## src/rtl/booth4_pkg.sv

```systemverilog
// Shared Booth radix-4 definitions: operation encoding, triplet decode,
// and width helpers used by the serial and parallel partial-product generators.
package booth4_pkg;

    // Operand width used when a generator is instantiated without override.
    localparam int DEFAULT_WIDTH = 16;

    // Multiple of the multiplicand selected by one Booth triplet.
    typedef enum logic [2:0] {
        ZERO = 3'd0,
        POS1 = 3'd1,
        POS2 = 3'd2,
        NEG2 = 3'd3,
        NEG1 = 3'd4
    } booth_op_e;

    // Serializer control states.
    typedef enum logic {
        ST_IDLE = 1'b0,
        ST_EMIT = 1'b1
    } ser_state_e;

    // Number of partial-product rows for a given operand width.
    function automatic int calc_npp(input int width);
        return width / 2;
    endfunction

    // Partial-product row width: one guard bit so that 2x is always exact.
    function automatic int calc_ppw(input int width);
        return width + 1;
    endfunction

    // Map {y[2i+1], y[2i], y[2i-1]} to the selected multiple.
    // 111 maps to ZERO (not a negated zero) so no spurious +1 is injected.
    function automatic booth_op_e booth_decode(input logic [2:0] trip);
        booth_op_e op;
        case (trip)
            3'b000:  op = ZERO;
            3'b001:  op = POS1;
            3'b010:  op = POS1;
            3'b011:  op = POS2;
            3'b100:  op = NEG2;
            3'b101:  op = NEG1;
            3'b110:  op = NEG1;
            3'b111:  op = ZERO;
            default: op = ZERO;
        endcase
        return op;
    endfunction

endpackage

```

## src/rtl/booth4_enc.sv

```systemverilog
// Combinational Booth radix-4 row encoder: selects 0/x/2x from a triplet and
// returns the one's-complement row plus the neg bit the compressor tree adds.
module booth4_enc
    import booth4_pkg::*;
#(
    parameter int WIDTH = DEFAULT_WIDTH
) (
    input  logic [2:0]     triplet,
    input  logic [WIDTH:0] x_sext,
    output logic [WIDTH:0] pp_data,
    output logic           pp_neg
);

    booth_op_e        op_s;
    logic [WIDTH:0]   x2_s;
    logic [WIDTH:0]   mag_s;

    // 2x inside the guard-bit width is exact for every signed WIDTH-bit x.
    assign x2_s = {x_sext[WIDTH-1:0], 1'b0};

    // Decode the triplet into an operation.
    always_comb begin
        op_s = booth_decode(triplet);
    end

    // Select the magnitude multiple and invert it for negative rows.
    always_comb begin
        mag_s  = '0;
        pp_neg = 1'b0;
        case (op_s)
            ZERO: begin
                mag_s  = '0;
                pp_neg = 1'b0;
            end
            POS1: begin
                mag_s  = x_sext;
                pp_neg = 1'b0;
            end
            POS2: begin
                mag_s  = x2_s;
                pp_neg = 1'b0;
            end
            NEG2: begin
                mag_s  = x2_s;
                pp_neg = 1'b1;
            end
            NEG1: begin
                mag_s  = x_sext;
                pp_neg = 1'b1;
            end
            default: begin
                mag_s  = '0;
                pp_neg = 1'b0;
            end
        endcase
        if (pp_neg) begin
            pp_data = ~mag_s;
        end else begin
            pp_data = mag_s;
        end
    end

endmodule

```

## src/rtl/booth4_pp_serializer.sv

```systemverilog
// Booth radix-4 partial-product serializer: accepts one signed operand pair
// and streams NPP rows (one's-complement data + neg bit) to the compressor tree.
module booth4_pp_serializer
    import booth4_pkg::*;
#(
    parameter int WIDTH = DEFAULT_WIDTH
) (
    input  logic                                 sys_clk,
    input  logic                                 sys_rst_n,
    input  logic                                 in_valid,
    output logic                                 in_ready,
    input  logic [WIDTH-1:0]                     mcand,
    input  logic [WIDTH-1:0]                     mplier,
    output logic                                 pp_valid,
    input  logic                                 pp_ready,
    output logic [WIDTH:0]                       pp_data,
    output logic                                 pp_neg,
    output logic [$clog2(calc_npp(WIDTH))-1:0]   pp_idx,
    output logic                                 pp_last
);

    localparam int NPP  = calc_npp(WIDTH);
    localparam int PPW  = calc_ppw(WIDTH);
    localparam int IDXW = $clog2(NPP);
    localparam logic [IDXW-1:0] LAST_IDX = IDXW'(NPP - 1);

    // Reject illegal widths at elaboration time.
    if (((WIDTH % 2) != 0) || (WIDTH < 4)) begin : g_bad_width
        $error("booth4_pp_serializer: WIDTH must be even and at least 4");
    end

    ser_state_e         state_q, state_d;
    logic [WIDTH-1:0]   mcand_q, mcand_d;
    logic [WIDTH-1:0]   mplier_q, mplier_d;
    logic               in_ready_q, in_ready_d;
    logic               pp_valid_q, pp_valid_d;
    logic [PPW-1:0]     pp_data_q, pp_data_d;
    logic               pp_neg_q, pp_neg_d;
    logic [IDXW-1:0]    pp_idx_q, pp_idx_d;
    logic               pp_last_q, pp_last_d;

    logic [WIDTH-1:0]   enc_x_raw_s;
    logic [WIDTH-1:0]   enc_y_s;
    logic [IDXW-1:0]    enc_row_s;
    logic [IDXW-1:0]    next_idx_s;
    logic [WIDTH:0]     enc_y_ext_s;
    logic [2:0]         enc_trip_s;
    logic [PPW-1:0]     enc_x_sext_s;
    logic [PPW-1:0]     enc_data_s;
    logic               enc_neg_s;

    // Choose encoder operands: live ports for row 0 at acceptance, otherwise
    // the latched operands for the row after the one currently presented.
    always_comb begin
        next_idx_s = pp_idx_q + IDXW'(1'b1);
        if (state_q == ST_IDLE) begin
            enc_x_raw_s = mcand;
            enc_y_s     = mplier;
            enc_row_s   = '0;
        end else begin
            enc_x_raw_s = mcand_q;
            enc_y_s     = mplier_q;
            enc_row_s   = next_idx_s;
        end
        enc_y_ext_s  = {enc_y_s, 1'b0};
        enc_x_sext_s = {enc_x_raw_s[WIDTH-1], enc_x_raw_s};
    end

    // Extract the Booth triplet for the selected row (y[-1] is the appended 0).
    always_comb begin
        enc_trip_s = 3'b000;
        for (int i = 0; i < NPP; i++) begin
            enc_trip_s = (enc_row_s == IDXW'(i)) ? enc_y_ext_s[2*i +: 3] : enc_trip_s;
        end
    end

    booth4_enc #(
        .WIDTH (WIDTH)
    ) u_enc (
        .triplet (enc_trip_s),
        .x_sext  (enc_x_sext_s),
        .pp_data (enc_data_s),
        .pp_neg  (enc_neg_s)
    );

    // Next-state and next-output logic for the accept/emit sequence.
    always_comb begin
        state_d    = state_q;
        mcand_d    = mcand_q;
        mplier_d   = mplier_q;
        in_ready_d = in_ready_q;
        pp_valid_d = pp_valid_q;
        pp_data_d  = pp_data_q;
        pp_neg_d   = pp_neg_q;
        pp_idx_d   = pp_idx_q;
        pp_last_d  = pp_last_q;
        case (state_q)
            ST_IDLE: begin
                in_ready_d = 1'b1;
                if (in_valid && in_ready_q) begin
                    mcand_d    = mcand;
                    mplier_d   = mplier;
                    pp_data_d  = enc_data_s;
                    pp_neg_d   = enc_neg_s;
                    pp_idx_d   = '0;
                    pp_last_d  = 1'b0;
                    pp_valid_d = 1'b1;
                    in_ready_d = 1'b0;
                    state_d    = ST_EMIT;
                end else begin
                    state_d    = ST_IDLE;
                end
            end
            ST_EMIT: begin
                in_ready_d = 1'b0;
                if (pp_valid_q && pp_ready) begin
                    if (pp_last_q) begin
                        // Final row consumed: drop valid and reopen the input.
                        pp_valid_d = 1'b0;
                        in_ready_d = 1'b1;
                        state_d    = ST_IDLE;
                    end else begin
                        // Present the next row on the same edge, no bubble.
                        pp_data_d  = enc_data_s;
                        pp_neg_d   = enc_neg_s;
                        pp_idx_d   = next_idx_s;
                        pp_last_d  = (next_idx_s == LAST_IDX);
                        pp_valid_d = 1'b1;
                    end
                end else begin
                    state_d = ST_EMIT;
                end
            end
            default: begin
                state_d    = ST_IDLE;
                in_ready_d = 1'b1;
                pp_valid_d = 1'b0;
            end
        endcase
    end

    // State, operand and output registers with asynchronous reset.
    always_ff @(posedge sys_clk or negedge sys_rst_n) begin
        if (!sys_rst_n) begin
            state_q    <= ST_IDLE;
            mcand_q    <= '0;
            mplier_q   <= '0;
            in_ready_q <= 1'b1;
            pp_valid_q <= 1'b0;
            pp_data_q  <= '0;
            pp_neg_q   <= 1'b0;
            pp_idx_q   <= '0;
            pp_last_q  <= 1'b0;
        end else begin
            state_q    <= state_d;
            mcand_q    <= mcand_d;
            mplier_q   <= mplier_d;
            in_ready_q <= in_ready_d;
            pp_valid_q <= pp_valid_d;
            pp_data_q  <= pp_data_d;
            pp_neg_q   <= pp_neg_d;
            pp_idx_q   <= pp_idx_d;
            pp_last_q  <= pp_last_d;
        end
    end

    assign in_ready = in_ready_q;
    assign pp_valid = pp_valid_q;
    assign pp_data  = pp_data_q;
    assign pp_neg   = pp_neg_q;
    assign pp_idx   = pp_idx_q;
    assign pp_last  = pp_last_q;

endmodule

```

## config.mk

```make
export PLATFORM = sky130hd
export DESIGN_NAME = booth4_pp_serializer
export DESIGN_NICKNAME = d
export VERILOG_FILES = /design/src/rtl/booth4_pkg.sv /design/src/rtl/booth4_enc.sv /design/src/rtl/booth4_pp_serializer.sv
export SDC_FILE = /design/constraint.sdc
export NUM_CORES = 1
export LEC_CHECK = 0
export ABC_CLOCK_PERIOD_IN_PS = 5690
export CORE_UTILIZATION = 58
export DETAILED_ROUTE_END_ITERATION = 6
export PLACE_DENSITY = 0.95
export SYNTH_ARGS = -nofsm -noshare
export SYNTH_HDL_FRONTEND = slang
export SYNTH_SLANG_ARGS = --single-unit
```

## constraint.sdc

```tcl
create_clock -name sys_clk -period 5.69 [get_ports sys_clk]
set_input_delay 0.569 -clock sys_clk [delete_from_list [all_inputs] [get_ports sys_clk]]
set_output_delay 0.569 -clock sys_clk [all_outputs]
set_load 0.02 [all_outputs]
```

==> qor.csv <==
metric,value,unit
antenna_left,0,
via_per_inst,6.21,
first_iter_violations,445,
via_count,3497,
cts_sinks,57,
synthToLayoutAreaGrowth,20.1,%
finalSetupViolations,0,
routed_wl,9.67,mm
overflow,0,
place_congestion,0.866,
cts_setup_buffers,0,
synth_area_per_cell,8.33,µm²
synth.cell_area,3680,µm²
fmax,214,MHz
yosys_most_used_dff,dfrtp_1,
cts_inserted_buffers,9,
utilization,73.4,%
pin_count,60,
synth_top_family_by_area,simple AND/OR/NAND/NOR gates,
initial_core_util,61.1,%
rsz0062_at_grt,false,
hp-class,primary input to async pin,
crit_chain,ha_1 -> xor2_1 -> nand2_1 -> mux4_2 -> o31ai_1 -> and2_1 -> ha_1 -> nor2b_1 -> nand2_1 -> a21oi_4 -> nor3_4 -> xor2_1 -> mux2_2,
clock_latency,350,ps
synth_simple_gate_area_share,27.4,%
end_kind,flip-flop,
drt_first_pass_iters,7,
hpwlAfterDp,6.40,mm
syn-num-nets,483,
drive_gt1_share,10.2,%
synthArstFlopShare,100,%
tns,0,ps
hold_viol,0,
max_slew_margin,21.9,%
track_usage,31.6,%
wl_per_cell,17.2,µm
skew,8.05,ps
maxCapViolCount,0,
ys_seq_area_share,38.8,%
cts-resized-gates,0,
clk_pin_slew,70,ps
critPathArrivalTime,4910,ps
yosys_warnings,0,
design.die.area,6670,µm²
die_x,81.7,µm
synthMuxAreaShare,12.4,%
grt_pass1_wl,15.7,mm
num-nets-final,524,
tightest_slew,1170,ps
grt_max_degree,58,
status,"complete, no violations",
cpMaxStageDelayCell,nor2b_1,
cp_slowest_stage_delay,680,ps
rows,28,
cts_buffer_depth,2,
critPathMaxFanout,18,
synthAdderAreaFrac,1.70,%
synth_compound_area_share,12.9,%
critPathLaunchType,flip-flop,
drv_slew,0,
first_global_vias,3353,
coreArea,6030,µm²
fillCellCount,436,
numPortBuffers,59,
root_buffer,clkbuf_8,
diodes,0,
crit_required,5930,ps
cts_tree,done,
final.min_clock_period,4680,ps
synth_seq_cells,57,
cts_hold_buffers,0,
synth-edff-count,0,
drc,0,
synth_xor_area_share,1.22,%
synth.distinct_cells,41,
fp.dieH,81.7,µm
netlist_instances,442,
worstSetupPathType,flip-flop to flip-flop,
cts-htree-levels,3,
antenna_found_initial,0,
fin_crit_sh,82.2,%
[path summary, 6_finish.rpt]
| check | startpoint | end | slack, ps | cells after the start |
|---|---|---|---|---|
| max | pp_idx[0] | pp_data[0] | 1010 | 13 |
| max reg2reg | pp_idx[0] | pp_data[0] | 1010 | 13 |
| max in group asynchronous | sys_rst_n | mcand_q[4] | 4840 | 2 |
| min reg2reg | mcand_q[8] | mcand_q[8] | 470 | 2 |
| min in group sys_clk | mcand_q[8] | mcand_q[8] | 470 | 2 |
| min | sys_rst_n | mcand_q[12] | 360 | 2 |
[worst max-delay path, delay by kind of cell (launching register included)]
family / cells / cell delay [ps]
xor gates and xnor gates: 2 / 650
DFF: 1 / 640
muxes: 2 / 730
and+or+nand+nor: 5 / 1370
adders and majority gates: 2 / 650
AOI/OAI and AO/OA: 2 / 510
[final cells by class]
cell class / instances / area, µm² / area share [%]
inverters: 8 / 30.0 / 0.679
flip-flops and latches: 57 / 1430 / 32.3
multi-input cells: 344 / 2060 / 46.5
clock inverters: 3 / 40.0 / 0.905
repair buffers: 63 / 616 / 13.9
clock buffers: 13 / 159 / 3.59
well taps: 75 / 93.8 / 2.12
[synthesized netlist by cell type, drive strengths merged (13+ instances only)]
library cell,number,share of area (%)
a21oi,23,3.8
a22oi,15,3.1
a31oi,19,3.2
and2,17,2.9
buf,13,2.8
clkbuf,20,2.0
dfrtp,56,38
mux2,16,4.9
mux2i,21,5.7
nand2,141,14
nand3,20,2.9
nand4,15,2.5
nor2,22,2.2
[layout by cell type (no fill, tap or decap), types with 2 or more instances in the layout]
cell             Yosys  layout
nor3_1               2       2
a21o_1               2       2
or2_1                2       2
clkbuf_1            20       2
and2_1              17      17
clkinv_2             0       2
o21ai_0              3       3
mux4_2               3       3
nor2b_1              3       3
nand4_1             15      15
nand3_1             19      19
ha_1                 5       5
dfrtp_1             56      56
mux2i_1             21      21
a21oi_4              2       2
a22oi_1             15      14
a31oi_1             19      19
xor2_1               2       2
nand3b_1             2       2
a21oi_1             20      20
clkbuf_8             0      11
buf_4                0       4
mux2_2              16      16
nor2_1              22      21
clkdlybuf4s50_1      0      58
inv_1                8       8
nand2_1            141     141
[through the flow]
stage / instances / hold slack, ps / setup WS, ps / instance area (µm²)
final: 563 / 362 / 1010 / 4420
after global routing: 563 / 427 / 743 / 4420
after CTS: 563 / 388 / 1110 / 4420
after detailed placement: 547 / 457 / 1160 / 4220
after global placement: 547 / 452 / 1410 / 4220
after floorplan: 442 / 273 / 2280 / 3680
[per-layer routing]
metal  part of all wire [%]  GRT usage [%]  up-vias
li1                       -              -     1599
met1                     39           38.3     1675
met2                     51           54.3      182
met3                    6.5           5.78       41
met4                    3.7           14.9        0
met5                      0              0        -
[cell families after synthesis]
kind of cell | count (synthesis)
AOI/OAI and AO/OA | 68
xor gates and xnor gates | 3
adders and majority gates | 5
buffers and inverters | 41
DFF | 57
muxes | 40
and+or+nand+nor | 228
[registers in the layout, summed over array words and instances (netlist names)]
name	count
pp_data	17
pp_last	1
pp_idx	3
pp_neg	1
state_q	1
mplier_q	16
in_ready	1
pp_valid	1
mcand_q	16
Power is not shown: default switching activity piles up to over one toggle a cycle in this logic, so the estimate is an artifact.
